--- src/rtl/march_pkg.sv ---
// rtl/march_pkg.sv - shared types and March C- element table for march_ctrl
package march_pkg;

    typedef enum logic [2:0] {
        IDLE  = 3'd0,
        LOAD  = 3'd1,
        OP0   = 3'd2,
        OP1   = 3'd3,
        DRAIN = 3'd4,
        DONE  = 3'd5
    } state_t;

    typedef logic [2:0] elem_t;

    localparam elem_t LAST_ELEM = 3'd5;

    // val is the written background for a write, the expected background for a read
    typedef struct packed {
        logic up;
        logic two_ops;
        logic op0_rd;
        logic op0_val;
        logic op1_rd;
        logic op1_val;
    } elem_cfg_t;

    function automatic elem_cfg_t elem_cfg(input elem_t e);
        case (e)
            3'd0:    elem_cfg = '{1'b1, 1'b0, 1'b0, 1'b0, 1'b0, 1'b0};
            3'd1:    elem_cfg = '{1'b1, 1'b1, 1'b1, 1'b0, 1'b0, 1'b1};
            3'd2:    elem_cfg = '{1'b1, 1'b1, 1'b1, 1'b1, 1'b0, 1'b0};
            3'd3:    elem_cfg = '{1'b0, 1'b1, 1'b1, 1'b0, 1'b0, 1'b1};
            3'd4:    elem_cfg = '{1'b0, 1'b1, 1'b1, 1'b1, 1'b0, 1'b0};
            3'd5:    elem_cfg = '{1'b1, 1'b0, 1'b1, 1'b0, 1'b0, 1'b0};
            default: elem_cfg = '{1'b1, 1'b0, 1'b0, 1'b0, 1'b0, 1'b0};
        endcase
    endfunction

endpackage

--- src/rtl/march_ctrl_if.sv ---
// rtl/march_ctrl_if.sv - memory-side bus between march_ctrl and the memory under test
interface march_ctrl_if #(
    parameter int ADDR_W = 10,
    parameter int DATA_W = 8
);
    logic [ADDR_W-1:0] mem_addr;
    logic              mem_we;
    logic              mem_re;
    logic [DATA_W-1:0] mem_wdata;
    logic [DATA_W-1:0] mem_rdata;

    modport master (output mem_addr, output mem_we, output mem_re, output mem_wdata, input mem_rdata);
    modport slave  (input mem_addr, input mem_we, input mem_re, input mem_wdata, output mem_rdata);
endinterface

--- src/rtl/counter.sv ---
// rtl/counter.sv - loadable up/down counter with terminal-count output, no reset
module counter #(
    parameter int LENGTH = 10
) (
    input  logic              clk,
    input  logic [LENGTH-1:0] d_in,
    input  logic              ld,
    input  logic              u_d,
    input  logic              cen,
    output logic [LENGTH-1:0] q,
    output logic              cout
);
    always_ff @(posedge clk) begin
        if (ld) begin
            q <= d_in;
        end else if (cen) begin
            q <= u_d ? q + LENGTH'(1) : q - LENGTH'(1);
        end
    end

    assign cout = u_d ? (&q) : ~(|q);
endmodule

--- src/rtl/march_ctrl.sv ---
// rtl/march_ctrl.sv - March C- BIST controller; MARCH_DIAG_EN enables fail_addr/fail_elem capture
module march_ctrl
    import march_pkg::*;
#(
    parameter int ADDR_W = 10,
    parameter int DATA_W = 8
) (
    input  logic              clk,
    input  logic              rst,
    input  logic              start,
    output logic              busy,
    output logic              done,
    output logic              fail,
    output logic [ADDR_W-1:0] fail_addr,
    output logic [2:0]        fail_elem,
    march_ctrl_if.master      mem
);
    state_t            state, state_nxt;
    elem_t             elem;
    elem_cfg_t         cfg;
    logic              ld, cen, u_d;
    logic [ADDR_W-1:0] d_in, q;
    logic              we, re, wbit, term, elem_end, accept, miscmp;
    logic              chk_vld;
    logic [DATA_W-1:0] chk_exp;

    counter #(.LENGTH(ADDR_W)) u_addr_cnt (
        .clk  (clk),
        .d_in (d_in),
        .ld   (ld),
        .u_d  (u_d),
        .cen  (cen),
        .q    (q),
        .cout ()
    );

    always_ff @(posedge clk or posedge rst) begin
        if (rst) state <= IDLE;
        else     state <= state_nxt;
    end

    always_comb begin
        cfg       = elem_cfg(elem);
        state_nxt = state;
        ld        = 1'b0;
        d_in      = '0;
        cen       = 1'b0;
        u_d       = 1'b0;
        we        = 1'b0;
        re        = 1'b0;
        wbit      = 1'b0;
        elem_end  = 1'b0;
        term      = cfg.up ? (&q) : ~(|q);
        case (state)
            IDLE, DONE: if (start) state_nxt = LOAD;
            LOAD: begin
                ld        = 1'b1;
                d_in      = cfg.up ? '0 : '1;
                state_nxt = OP0;
            end
            OP0: begin
                re   = cfg.op0_rd;
                we   = ~cfg.op0_rd;
                wbit = cfg.op0_val;
                if (cfg.two_ops) begin
                    state_nxt = OP1;
                end else begin
                    cen      = 1'b1;
                    u_d      = cfg.up;
                    elem_end = term;
                end
            end
            OP1: begin
                re        = cfg.op1_rd;
                we        = ~cfg.op1_rd;
                wbit      = cfg.op1_val;
                cen       = 1'b1;
                u_d       = cfg.up;
                elem_end  = term;
                state_nxt = OP0;
            end
            DRAIN:   state_nxt = DONE;
            default: state_nxt = IDLE;
        endcase
        // counter wrap is deliberately unused; the terminal address alone ends an element
        if (elem_end) state_nxt = (elem == LAST_ELEM) ? DRAIN : LOAD;
    end

    assign accept        = ((state == IDLE) || (state == DONE)) && start;
    assign miscmp        = chk_vld && (mem.mem_rdata != chk_exp);
    assign busy          = (state == LOAD) || (state == OP0) || (state == OP1) || (state == DRAIN);
    assign done          = (state == DONE);
    assign mem.mem_addr  = q;
    assign mem.mem_we    = we;
    assign mem.mem_re    = re;
    assign mem.mem_wdata = {DATA_W{wbit}};

    always_ff @(posedge clk or posedge rst) begin
        if (rst) begin
            elem    <= '0;
            chk_vld <= 1'b0;
            chk_exp <= '0;
            fail    <= 1'b0;
        end else begin
            chk_vld <= re;
            chk_exp <= {DATA_W{wbit}};
            if (accept) begin
                elem <= '0;
                fail <= 1'b0;
            end else begin
                if (elem_end && (elem != LAST_ELEM)) elem <= elem + elem_t'(1);
                if (miscmp) fail <= 1'b1;
            end
        end
    end

`ifdef MARCH_DIAG_EN
    logic [ADDR_W-1:0] chk_addr;
    elem_t             chk_elem;

    always_ff @(posedge clk or posedge rst) begin
        if (rst) begin
            chk_addr  <= '0;
            chk_elem  <= '0;
            fail_addr <= '0;
            fail_elem <= '0;
        end else begin
            chk_addr <= q;
            chk_elem <= elem;
            if (accept) begin
                fail_addr <= '0;
                fail_elem <= '0;
            end else if (miscmp && !fail) begin
                fail_addr <= chk_addr;
                fail_elem <= chk_elem;
            end
        end
    end
`else
    assign fail_addr = '0;
    assign fail_elem = '0;
`endif

endmodule

--- src/flat_wrapper.sv ---
// flat-port wrapper written by rule: the top's interface ports become plain ports
module march_ctrl_flat import march_pkg::*;
#(
    parameter int ADDR_W = 10,
    parameter int DATA_W = 8
)
  (clk, rst, start, busy, done, fail, fail_addr, fail_elem, mem_mem_addr, mem_mem_we, mem_mem_re, mem_mem_wdata, mem_mem_rdata);
  march_ctrl_if #(.ADDR_W(ADDR_W), .DATA_W(DATA_W)) mem_i ();
  input  logic clk;
  input  logic rst;
  input  logic start;
  output logic busy;
  output logic done;
  output logic fail;
  output logic [ADDR_W-1:0] fail_addr;
  output logic [2:0] fail_elem;
  output wire logic [$bits(mem_i.mem_addr)-1:0] mem_mem_addr;
  output wire logic [$bits(mem_i.mem_we)-1:0] mem_mem_we;
  output wire logic [$bits(mem_i.mem_re)-1:0] mem_mem_re;
  output wire logic [$bits(mem_i.mem_wdata)-1:0] mem_mem_wdata;
  input wire logic [$bits(mem_i.mem_rdata)-1:0] mem_mem_rdata;
  assign mem_mem_addr = mem_i.mem_addr;
  assign mem_mem_we = mem_i.mem_we;
  assign mem_mem_re = mem_i.mem_re;
  assign mem_mem_wdata = mem_i.mem_wdata;
  assign mem_i.mem_rdata = mem_mem_rdata;
  march_ctrl #(.ADDR_W(ADDR_W), .DATA_W(DATA_W)) u_core (.clk(clk), .rst(rst), .start(start), .busy(busy), .done(done), .fail(fail), .fail_addr(fail_addr), .fail_elem(fail_elem), .mem(mem_i));
endmodule
--- config.mk ---
export PLATFORM = sky130hd
export DESIGN_NAME = march_ctrl_flat
export DESIGN_NICKNAME = d
export VERILOG_FILES = /design/src/rtl/march_pkg.sv /design/src/rtl/march_ctrl_if.sv /design/src/rtl/counter.sv /design/src/rtl/march_ctrl.sv /design/src/flat_wrapper.sv
export SDC_FILE = /design/constraint.sdc
export NUM_CORES = 1
export LEC_CHECK = 0
export ABC_AREA = 0
export CORE_AREA = 3 3 66 68
export CTS_BUF_LIST = sky130_fd_sc_hd__clkbuf_4 sky130_fd_sc_hd__clkbuf_8 sky130_fd_sc_hd__clkbuf_16
export CTS_CLUSTER_SIZE = 28
export DETAILED_ROUTE_END_ITERATION = 8
export DIE_AREA = 0 0 69 71
export DONT_BUFFER_PORTS = 1
export GPL_TIMING_DRIVEN = 0
export PLACE_DENSITY = 0.6
export SYNTH_ARGS = -nofsm -noshare
export SYNTH_HDL_FRONTEND = slang
export SYNTH_SLANG_ARGS = --single-unit
--- constraint.sdc ---
create_clock -name clk -period 3.1 [get_ports clk]
set_input_delay 0.775 -clock clk [delete_from_list [all_inputs] [get_ports clk]]
set_output_delay 0.775 -clock clk [all_outputs]
set_load 0.1 [all_outputs]
==> flow_summary_export.csv, run 1 <==
group,metric,value,unit
run_status,status,"finished with violations",
run_status,violations,"negative setup slack",
global_route,grt_pass1_vias,1382,
layout,drive_above_1_share,33.8,%
setup_path,r2r-end,"u_core.u_addr_cnt.q[8]$_DFFE_PP_",
setup_path,slowest_delay,0.45,ns
setup_path,critPathSlowestCell,"or3_4",
logic_synthesis,syn_avg_cell_area,9.17,um2
place,portBuffers,0,
logic_synthesis,async_flop_share,47.4,%
place,gp_congestion,0.787,
setup_path,startpoint_type,"flip-flop",
global_route,grt_max_degree,13,
sta,period_needed,3.15,ns
logic_synthesis,ys_dominant_reg_cell,"edfxtp_1",
logic_synthesis,synth_cell_types,47,
logic_synthesis,synth-seq-cells,19,
sta,fin_ws,-0.0483,ns
detailed_routing,drt-total-wl,3.97,mm
flow_run,cap_violations,0,
logic_synthesis,synth_edf_count,10,
detailed_routing,viasPerCell,5.53,
clock_network,clock_sinks,19,
global_route,overflow,0,
sta,hold_violations,0,
detailed_routing,drc,0,
setup_path,timing.reg2reg.setup_slack,-0.05,ns
detailed_routing,num_vias,1472,
detailed_routing,dr.pass1.iters,4,
die,die_width,69,um
setup_path,cp_data_arrival_time,3.24,ns
detailed_routing,antenna_left,0,
global_route,grtUsageTotal,15.8,%
sta,max_slew.worst_pin.slew,1.23,ns
sta,fmax,318,MHz
layout,final_common_cell,"buf_4",
setup_path,crit_required,3.19,ns
setup_path,cp_num_buf_inv,2,
die,core_area,3910,um2
clock_network,ctsHtreeMaxLevel,1,
layout,area_delta_synth_final,29.4,%
sta,slew_viol_final,0,
sta,setup_tns,-0.0483,ns
global_route,grt_pass1_wl,6.43,mm
layout,n_antenna_cell,0,
layout,most-common-layout-cells,"buf_4 (32), nand2_1 (13), conb_1 (13), edfxtp_1 (10), nor2_1 (9)",
setup_path,r2r-start,"u_core.elem[2]$_DFFE_PP0P_",
die,core.rowCount,23,
sta,setup_viol,1,
die,io_pins,47,
sta,post-route-period-util,102,%
clock_network,clk_latency,0.26,ns
logic_synthesis,ys_seq_area_share,31.0,%
clock_network,cts_tree,"yes",
detailed_routing,wire_per_inst,14.9,um
setup_path,crit_type,"reg -> reg",
detailed_routing,drtIter0Drc,74,
setup_path,r2r_cells,12,
min_path,hp-class,"in -> async",
setup_path,path_max_fanout,7,
sta,skew,0.00923,ns
clock_network,cts_root_buf,"clkbuf_8",
global_route,antenna_found_initial,0,
logic_synthesis,syn_area,1700,um2
setup_path,cp_cell_sequence,"inv_4 -> ha_4 -> nand3b_1 -> a31oi_4 -> or3_4 -> buf_6 -> ha_4 -> o21a_1 -> o31a_1 -> o2111a_1 -> o31a_1 -> o31ai_2",
sta,rsz0062_at_grt,"yes",
layout,layout.nets,244,
clock_network,cts.path.max_buffers,2,
setup_path,worst_setup_path_end_kind,"flip-flop",
setup_path,crit_family,"compound AO/OA/AOI/OAI gates",
die,die_y,71,um
clock_network,clkTransAtPathRegs,0.08,ns
die,start_util,43.4,%
clock_network,cts_buffers,3,
logic_synthesis,yosys_warnings,0,
place,dpl.hpwl,2.88,mm
die,die_area,4900,um2
sta,max_slew_margin,17.4,%
logic_synthesis,netlist_instances,185,
[stage by stage]
step           worst slack, ns  area, um2  instances  utilization, %  hold WS (ns)
2_1_floorplan           0.0131       1760        197               -         0.558
3_3_place_gp            -0.239       1830        247            46.7         0.593
3_5_place_dp            -0.367       1840        247            47.1         0.614
4_1_cts                -0.0891       2020        259            51.6         0.370
5_1_grt                 -0.175       2190        266            56.1         0.377
6_report               -0.0483       2190        266            56.1         0.355
[worst max path at each step]
stage                                    start  depth (start not counted)                          endpoint
finish              u_core.elem[2]$_DFFE_PP0P_                         12  u_core.u_addr_cnt.q[8]$_DFFE_PP_
global route        u_core.elem[1]$_DFFE_PP0P_                         11  u_core.u_addr_cnt.q[8]$_DFFE_PP_
CTS                 u_core.elem[1]$_DFFE_PP0P_                         10  u_core.u_addr_cnt.q[8]$_DFFE_PP_
detailed placement  u_core.elem[2]$_DFFE_PP0P_                         11  u_core.u_addr_cnt.q[8]$_DFFE_PP_
global placement    u_core.elem[2]$_DFFE_PP0P_                         11  u_core.u_addr_cnt.q[8]$_DFFE_PP_
floorplan           u_core.elem[2]$_DFFE_PP0P_                         11  u_core.u_addr_cnt.q[8]$_DFFE_PP_
[kinds of logic after synthesis]
| group | after synthesis | synth area share, % |
|---|---|---|
| AND/OR/NAND/NOR | 56 | 17.8 |
| AO/OA/AOI/OAI | 53 | 22.3 |
| flip-flops | 19 | 31.0 |
| multiplexers | 3 | 2.06 |
| buffers and inverters | 32 | 11.8 |
| other | 1 | 0.221 |
| XOR/XNOR | 5 | 2.58 |
| adder cells (fa/ha/maj) | 16 | 12.2 |
[cell type report]
| cell class | instances | area (um2) |
|---|---|---|
| timing repair buffer | 15 | 129 |
| multi-input combinational | 146 | 1220 |
| fill | 345 | 1720 |
| inverter | 8 | 32.5 |
| sequential | 19 | 528 |
| tap | 50 | 62.6 |
| clock buffer | 3 | 41.3 |
| clock inverter | 1 | 6.26 |
| buffer | 24 | 178 |
[cells in the mapped netlist (5+ instances only)]
| library cell | instances | area [um2] |
|---|---|---|
| o21ai_0 | 10 | 50.1 |
| nand2b_1 | 5 | 31.3 |
| inv_1 | 8 | 30.0 |
| buf_4 | 21 | 158 |
| nor4_1 | 5 | 31.3 |
| o21a_1 | 7 | 52.6 |
| a21oi_1 | 7 | 35.0 |
| nand2_1 | 13 | 48.8 |
| o31ai_1 | 5 | 37.5 |
| ha_1 | 15 | 188 |
| edfxtp_1 | 10 | 300 |
| nor2_1 | 10 | 37.5 |
| dfrtp_1 | 9 | 225 |
[worst reg2reg max path, delay by kind of cell (launching register included)]
family	cells	cell delay (ns)
buf+inv	2	0.22
flops	1	0.41
fa+ha+maj	2	0.50
compound gates	6	1.21
simple gates	2	0.62
[state kept, by name (all words and copies together), names as in the netlist]
signal and cells:
u_core.chk_exp 1, u_core.elem 3, u_core.fail 1, u_core.u_addr_cnt.q 10
u_core.chk_vld 1, u_core.state 3
[what timing repair did]
| item | CTS | global route |
|---|---|---|
| hold buffers | 0 | 0 |
| pin swaps | 4 | 9 |
| cloned | 0 | 0 |
| buffers inserted | 8 | 7 |
| gates resized for setup | 16 | 19 |
| endpoints found under the hold margin | 0 | 0 |
| setup endpoints to repair | 14 | 14 |
[metal layers]
layer / GRT usage, % / up-vias / part of all wire [%]
met4: 1.95 / 0 / 0.88
met1: 19.5 / 689 / 42
met3: 4.55 / 4 / 7.5
met2: 28.1 / 60 / 49
li1: - / 719 / -
met5: 0 / - / 0
Power of run 1 is left out: the tool's default activity adds up to more than one toggle a clock period on the data nets, which glitch-free logic cannot reach.
==> run 2: changes to the inputs <==
--- a/config.mk
+++ b/config.mk
@@ -14,6 +14,7 @@
 export DONT_BUFFER_PORTS = 1
 export GPL_TIMING_DRIVEN = 0
 export PLACE_DENSITY = 0.6
+export SETUP_SLACK_MARGIN = 0.1
 export SYNTH_ARGS = -nofsm -noshare
 export SYNTH_HDL_FRONTEND = slang
 export SYNTH_SLANG_ARGS = --single-unit
==> flow_summary_export.csv, run 2 (same netlist as run 1, synthesis figures left out) <==
group,metric,value,unit
die,die_area,4900,um2
min_path,hp-class,"in -> async",
sta,max_slew_margin,18.2,%
global_route,grt_max_degree,12,
global_route,overflow,0,
layout,largest_reg_flops,10,
die,die_y,71,um
place,dp_cells,247,
layout,n_antenna_cell,0,
layout,final-seq-area,528,um2
detailed_routing,antenna_left,0,
setup_path,path_max_fanout,6,
detailed_routing,drc,0,
detailed_routing,drt-total-wl,4.07,mm
global_route,antenna_found_initial,0,
setup_path,crit_type,"reg -> reg",
sta,skew,0.00179,ns
sta,max_slew.worst_pin.slew,1.22,ns
clock_network,cts_tree,"yes",
layout,area_delta_synth_final,30.1,%
global_route,grt_pass1_vias,1505,
place,gp_congestion,0.818,
clock_network,ctsHtreeMaxLevel,1,
layout,fillers,361,
setup_path,crit_required,3.20,ns
setup_path,startpoint_type,"flip-flop",
die,core.rowCount,23,
flow_run,cap_violations,0,
layout,layout.nets,248,
detailed_routing,drtIter0Drc,30,
clock_network,cts_buffers,3,
detailed_routing,viasPerCell,5.41,
layout,fin_util,56.4,%
clock_network,clkTransAtPathRegs,0.07,ns
sta,rsz0062_at_grt,"yes",
die,die_width,69,um
clock_network,cts.path.max_buffers,2,
layout,final_common_cell,"buf_4",
die,core_area,3910,um2
layout,most-common-layout-cells,"buf_4 (38), nand2_1 (13), conb_1 (13), edfxtp_1 (10)",
clock_network,cts_root_buf,"clkbuf_8",
sta,post-route-period-util,98.8,%
layout,drive_above_1_share,37.3,%
die,io_pins,47,
global_route,grtUsageTotal,17.4,%
layout,regMostFlops,"u_core.u_addr_cnt.q",
global_route,grt_pass1_wl,6.99,mm
sta,setup_tns,0,ns
clock_network,clk_latency,0.26,ns
sta,setup_viol,0,
layout,final_cells,270,
setup_path,cp_data_arrival_time,3.16,ns
sta,period_needed,3.06,ns
sta,timing.hold.ws,0.364,ns
detailed_routing,wire_per_inst,15.1,um
layout,top_regs,"u_core.u_addr_cnt.q (10), u_core.elem (3), u_core.state (3)",
detailed_routing,dr.pass1.iters,4,
detailed_routing,num_vias,1461,
clock_network,clock_sinks,19,
sta,fmax,327,MHz
setup_path,worst_setup_path_end_kind,"flip-flop",
sta,hold_violations,0,
sta,slew_viol_final,0,
place,dpl.hpwl,2.96,mm
die,start_util,43.4,%
layout,multiInputGateArea,1220,um2
run_status,status,"completed",
place,portBuffers,0,
[run 2: cell types whose count changed in the layout (fill, tap and decap cells not counted), sizes merged]
cell,previous run,this run
buf,37,41
clkinv,0,1
inv,9,8
[run 2: critical path: stages, from the launching register on]
cell and delay (ns):
dfrtp_2 0.46, ha_4 0.30, nand3b_1 0.19, a31oi_4 0.12
or3_4 0.46, ha_4 0.25, nor2b_4 0.13, o31a_1 0.28
o2111a_1 0.30, o31a_1 0.26, o31ai_2 0.16
[run 2: area by class of cell]
class,instances,share of cell area (%)
Tap cell,50,2.83
Clock buffer,3,1.87
Clock inverter,1,0.227
Buffer,24,7.88
Multi-Input combinational cell,146,55.2
Sequential cell,19,23.9
Inverter,8,1.47
Timing Repair Buffer,19,6.63
[run 2: repair_timing]
item,in CTS,in global routing
resized for setup,17,14
buffers inserted,16,4
hold buffers,0,0
pin swaps,6,13
setup endpoints to repair,14,14
[run 2: stage by stage]
stage / instance area [um2] / setup slack (ns)
5_1_grt: 2210 / -0.101
3_3_place_gp: 1860 / -0.183
6_report: 2210 / 0.0386
2_1_floorplan: 1790 / 0.0875
4_1_cts: 2140 / 0.0268
3_5_place_dp: 1860 / -0.272
[run 2: path summary, 6_finish.rpt]
kind | startpoint | to | slack, ns | cells past startpoint
worst min register to register | u_core.elem[1]$_DFFE_PP0P_ | u_core.elem[1]$_DFFE_PP0P_ | 0.64 | 2
worst min-delay path | rst | u_core.fail$_DFFE_PP0P_ | 0.36 | 1
worst max-delay path | u_core.elem[1]$_DFFE_PP0P_ | u_core.u_addr_cnt.q[8]$_DFFE_PP_ | 0.04 | 10
max in group asynchronous | rst | u_core.elem[2]$_DFFE_PP0P_ | 2.45 | 1
worst max register to register | u_core.elem[1]$_DFFE_PP0P_ | u_core.u_addr_cnt.q[8]$_DFFE_PP_ | 0.04 | 10
min in group clk | u_core.elem[1]$_DFFE_PP0P_ | u_core.elem[1]$_DFFE_PP0P_ | 0.64 | 2
[run 2: metal layers]
layer / GRT usage (%) / part of all wire (%) / vias to the layer above
met5: 0 / 0 / -
met3: 3.55 / 5.0 / 4
li1: - / - / 723
met2: 31.5 / 54 / 33
met4: 6.51 / 0.81 / 0
met1: 20.4 / 41 / 701
Power of run 2 is left out for the same reason.
==> RTL edit 1: new RTL, flow settings as in run 1 <==
Re-encode `state_t` (6 states) as one-hot, 6 bits wide.
--- a/src/rtl/march_pkg.sv
+++ b/src/rtl/march_pkg.sv
@@ -2,11 +2,11 @@
 package march_pkg;
 
-    typedef enum logic [2:0] {
-        IDLE  = 3'd0,
-        LOAD  = 3'd1,
-        OP0   = 3'd2,
-        OP1   = 3'd3,
-        DRAIN = 3'd4,
-        DONE  = 3'd5
+    typedef enum logic [5:0] {
+        IDLE  = 6'b000001,
+        LOAD  = 6'b000010,
+        OP0   = 6'b000100,
+        OP1   = 6'b001000,
+        DRAIN = 6'b010000,
+        DONE  = 6'b100000
     } state_t;
 
Function: same outputs for any inputs over 10 cycles, from zero or initial values and one cycle with rst high; not proved beyond that.
==> RTL edit 1 against run 1 <==
Setup slack gained 0.071 ns; synthesized area up 6.3%; critical endpoint is now u_core.u_addr_cnt.q[9]; sequential cell count up 3; wire length rose by 10%; via count increased by 5.1%; global-route usage grew 1.9 points; critical path depth increased by 1; cell area up 9.7%; hold slack better by 0.041 ns; largest cell class unchanged.
==> RTL edit 1: results (changes against run 1) <==
[grt]
track_usage_pct=17.66  ; was 15.76%
grt_pass1_wl_mm=7.072  ; was 6.430 mm

[timing]
skew_ns=0.003903  ; was 0.009229 ns
maxSlewHeadroom_pct=18.25  ; was 17.39%
fin_crit_sh_pct=99.25  ; was 101.6%
holdWs_ns=0.3958  ; was 0.3549 ns

[finish]
nFillCells=324  ; was 345
regArea_um2=604.3  ; was 528.0 µm²
nNonClkInverters=13  ; was 8
clk_share_pct=1.871  ; was 2.166%
multi_input_gates=150  ; was 146
layout.nets=268  ; was 244
buffers=51  ; was 39
buf_share_pct=15.90  ; was 13.97%

[clock_tree]
clock-sinks=22  ; was 19

[synthesis]
seq_area_frac_synth_pct=33.38  ; was 30.97%
yosys-top-cells-area=edfxtp_1 (17%), dfrtp_1 (15%), ha_1 (10%)  ; was edfxtp_1 (18%), dfrtp_1 (13%), ha_1 (11%)
postSynthCellCount=197  ; was 185
synth_flop_cell=dfrtp_1  ; was edfxtp_1

[worst_setup_path]
cp_slowest_cell=dfrtp_1  ; was or3_4
cp.arrival_ns=3.09  ; was 3.24 ns
r2r_slack_ns=0.02  ; was -0.05 ns
slowest_delay_ns=0.41  ; was 0.45 ns
timing.critical_path.from=u_core.elem[1]  ; was u_core.elem[2]

[place]
dp_hpwl_mm=3.040  ; was 2.883 mm
dp.cells=260  ; was 247
finalWeightedCongestion=0.8358  ; was 0.7872

[run_status]
status=finished, final reports clean  ; was finished with violations

-- RTL edit 1: routing by layer --
| layer | global-route usage, % | part of all wire, % |
|---|---|---|
| met4 | 8.243 | 2.4 |
| met5 | 0 | 0 |
| met3 | 2.983 | 4.3 |
| met2 | 30.93 | 53 |
| met1 | 21.14 | 41 |
-- RTL edit 1: worst reg2reg max path, cell delays in order (launching register included) --
cell and delay (ns):
dfrtp_1 0.41, buf_6 0.15, ha_4 0.15, or3_4 0.34
a21oi_4 0.17, nor2_2 0.07, inv_2 0.16, buf_6 0.15
ha_4 0.21, a21o_1 0.18, o32a_1 0.40, mux2i_2 0.19
o21ai_1 0.13, o211ai_1 0.11
-- RTL edit 1: what timing repair did --
action / in CTS / in global routing
pin swaps: 11 / 11
endpoints found under the hold margin: 0 / 0
setup buffers: 15 / 11
gates resized for setup: 23 / 23
setup endpoints to repair: 14 / 7
-- RTL edit 1: power groups by stage --
stage	clock network [W]	logic [W]	registers [W]
2_1_floorplan	0	0.000786	0.000880
3_3_place_gp	0	0.000877	0.000909
3_5_place_dp	0	0.000941	0.000917
4_1_cts	0.000186	0.00113	0.000929
5_1_grt	0.000200	0.00136	0.000957
6_report	0.000187	0.00125	0.000942
-- RTL edit 1: stage by stage --
step,utilization (%),TNS [ns],cell area [µm²],power [W]
final,61.51,0,2407,0.002376
after floorplan,-,0,1862,0.001667
after CTS,56.97,-0.01613,2230,0.002244
after detailed placement,49.52,-0.9966,1938,0.001858
after global routing,61.51,-0.07802,2407,0.002522
after global placement,49.17,-0.8647,1924,0.001786
-- RTL edit 1: kinds of logic after synthesis --
family	share of synthesized area, %
compound gates	18.25
xor+xnor	4.372
fa+ha+maj	11.52
buf+inv	12.49
flops	33.38
mux	2.221
other cells	0.2080
simple gates	17.56
==> RTL edit 2: new RTL, config.mk and constraints of run 1 <==
Without the edit above. `DATA_W` is set to 8 in 3 places; all go to 12.
--- a/src/rtl/march_ctrl_if.sv
+++ b/src/rtl/march_ctrl_if.sv
@@ -2,5 +2,5 @@
 interface march_ctrl_if #(
     parameter int ADDR_W = 10,
-    parameter int DATA_W = 8
+    parameter int DATA_W = 12
 );
     logic [ADDR_W-1:0] mem_addr;
--- a/src/rtl/march_ctrl.sv
+++ b/src/rtl/march_ctrl.sv
@@ -4,5 +4,5 @@
 #(
     parameter int ADDR_W = 10,
-    parameter int DATA_W = 8
+    parameter int DATA_W = 12
 ) (
     input  logic              clk,
--- a/src/flat_wrapper.sv
+++ b/src/flat_wrapper.sv
@@ -3,5 +3,5 @@
 #(
     parameter int ADDR_W = 10,
-    parameter int DATA_W = 8
+    parameter int DATA_W = 12
 )
   (clk, rst, start, busy, done, fail, fail_addr, fail_elem, mem_mem_addr, mem_mem_we, mem_mem_re, mem_mem_wdata, mem_mem_rdata);
Interface: changed (resized mem_mem_rdata and mem_mem_wdata); port bits go from 47 to 55. No check against the original RTL was run, so the function may have changed too.
==> RTL edit 2 against run 1 <==
Cell area rose by 2.2%; wire length rose by 7.1%; setup slack improved by 0.021 ns; die area did not move; synthesized area rose by 3.3%; sequential cell count did not move; synthesized cell count rose by 4.3%; the run still ends with negative setup slack left; count of clock-buffer cells in the layout did not move.
Power is left out: the tool's default activity adds up to more than one toggle a clock period on the data nets, which glitch-free logic cannot reach.
==> RTL edit 2: results (changes against run 1) <==
[synthesis]
yosys-top-cells-area=edfxtp_1 (17%), dfrtp_1 (13%), buf_4 (11%)  ; was edfxtp_1 (18%), dfrtp_1 (13%), ha_1 (11%)
synth_edf_count=10  ; unchanged
postSynthCellCount=193  ; was 185
yosys_warnings=0  ; unchanged
seq_area_frac_synth_pct=29.98  ; was 30.97%
synth_flop_cell=edfxtp_1  ; unchanged
async_flop_share_pct=47.37  ; unchanged
synthTopCellsByCount=buf_4 (25), ha_1 (15), nand2_1 (11)  ; was buf_4 (21), ha_1 (15), nand2_1 (13)
yosysUniqueCellTypes=48  ; was 47

[clock_tree]
cts_buffers=3  ; unchanged
path_clk_slew_ns=0.07
htreeDepth=1  ; unchanged
worstSkewPairLatency_ns=0.25
clockBufferDepth=2  ; unchanged
clockRootBuffer=clkbuf_8  ; unchanged

[grt]
grt_max_degree=14  ; was 13
met2_usage_pct=27.97  ; was 28.07%
track_usage_pct=15.78  ; was 15.76%
antenna_found_initial=0  ; unchanged
grt_pass1_wl_mm=6.368  ; was 6.430 mm
grt_pass1_vias=1397  ; was 1382
grtUsageMet3_pct=3.125  ; was 4.545%
grtUsageMet1_pct=19.35  ; was 19.45%

[finish]
layout.nets=256  ; was 244
final_cells=274  ; was 266
drive_above_1_share_pct=37.05  ; was 33.80%
n_antenna_cell=0  ; unchanged
reg_top3=u_core.u_addr_cnt.q x10, u_core.elem x3, u_core.state x3  ; unchanged

[worst_setup_path]
cp.arrival_ns=3.21  ; was 3.24 ns
cp_slowest_cell=dfrtp_2  ; was or3_4
slowest_delay_ns=0.46
critPathTopFamily=compound AO/OA/AOI/OAI gates  ; unchanged
path_max_fanout=8  ; was 7

[timing]
worst_slack_ns=-0.02766  ; was -0.04828 ns
tightest_slew_ns=1.217  ; was 1.233 ns
skew_ns=0.001665  ; was 0.009229 ns
setup_viol=2  ; was 1
final.setup.tns_ns=-0.04114  ; was -0.04828 ns

[place]
finalWeightedCongestion=0.8956  ; was 0.7872
placedInstanceArea_um2=1899  ; was 1843 µm²
dp_hpwl_mm=3.030  ; was 2.883 mm
port_buffers=0  ; unchanged

[drt]
wl_per_cell_um=15.53  ; was 14.93 µm
met1_length_mm=1.816  ; was 1.674 mm
drtIter0Drc=88  ; was 74
via_per_inst=5.526  ; was 5.534
wl_met2_mm=2.189  ; was 1.965 mm
top_layer_used=met4  ; unchanged
wl_met3_um=225  ; was 296 µm

[run_status]
status=finished with violations  ; unchanged
violations=negative setup slack  ; unchanged

[hold_path]
hold_class=input pin to async pin  ; unchanged

-- RTL edit 2: final cells by class --
class,count,area (µm²)
clock buffer,3,41.29
tap,50,62.56
clock inverter,1,5.005
sequential,19,528.0
fill,360,1670
multi-input combinational,149,1257
timing repair buffer,15,112.6
inverter,9,36.28
buffer,28,200.2
-- RTL edit 2: logic make-up (layout without fill, tap and decap cells) --
logic type,count (synthesis),in the layout,synth area share (%)
xor gates and xnor gates,5,5,2.499
buffers and inverters,37,56,13.35
and+or+nand+nor,58,58,18.34
other,1,13,0.2139
DFF,19,19,29.98
muxes,3,3,1.998
AOI/OAI and AO/OA,54,54,21.77
adders and majority gates,16,16,11.85
-- RTL edit 2: repair_timing --
item | 4_1_cts | 5_1_grt
resized for setup | 17 | 21
endpoints found under the setup margin | 18 | 18
pin swaps | 5 | 9
buffers inserted | 12 | 3
hold endpoints to repair | 0 | 0
-- RTL edit 2: path summary, 6_finish.rpt --
check,cells past startpoint,slack [ns],start,to
max,11,-0.03,u_core.elem[1],u_core.u_addr_cnt.q[8]
min,1,0.36,rst,u_core.state[0]
max reg2reg,11,-0.03,u_core.elem[1],u_core.u_addr_cnt.q[8]
min reg2reg,2,0.58,u_core.chk_vld,u_core.fail
max in group asynchronous,1,2.46,rst,u_core.elem[1]
min in group clk,2,0.58,u_core.chk_vld,u_core.fail
-- RTL edit 2: worst reg2reg max path, delay by kind of cell (launching register included) --
kind                       cells  cell delay, ns
AOI/OAI and AO/OA              5            1.17
adders and majority gates      2            0.55
buffers and inverters          1            0.09
DFF                            1            0.46
and+or+nand+nor                3            0.69
-- RTL edit 2: metrics by stage --
step	utilization, %	setup slack [ns]
after floorplan	-	0.01306
after global placement	48.11	-0.2620
after detailed placement	48.53	-0.3432
after CTS	54.28	-0.005082
after global routing	57.32	-0.1293
final	57.32	-0.02766
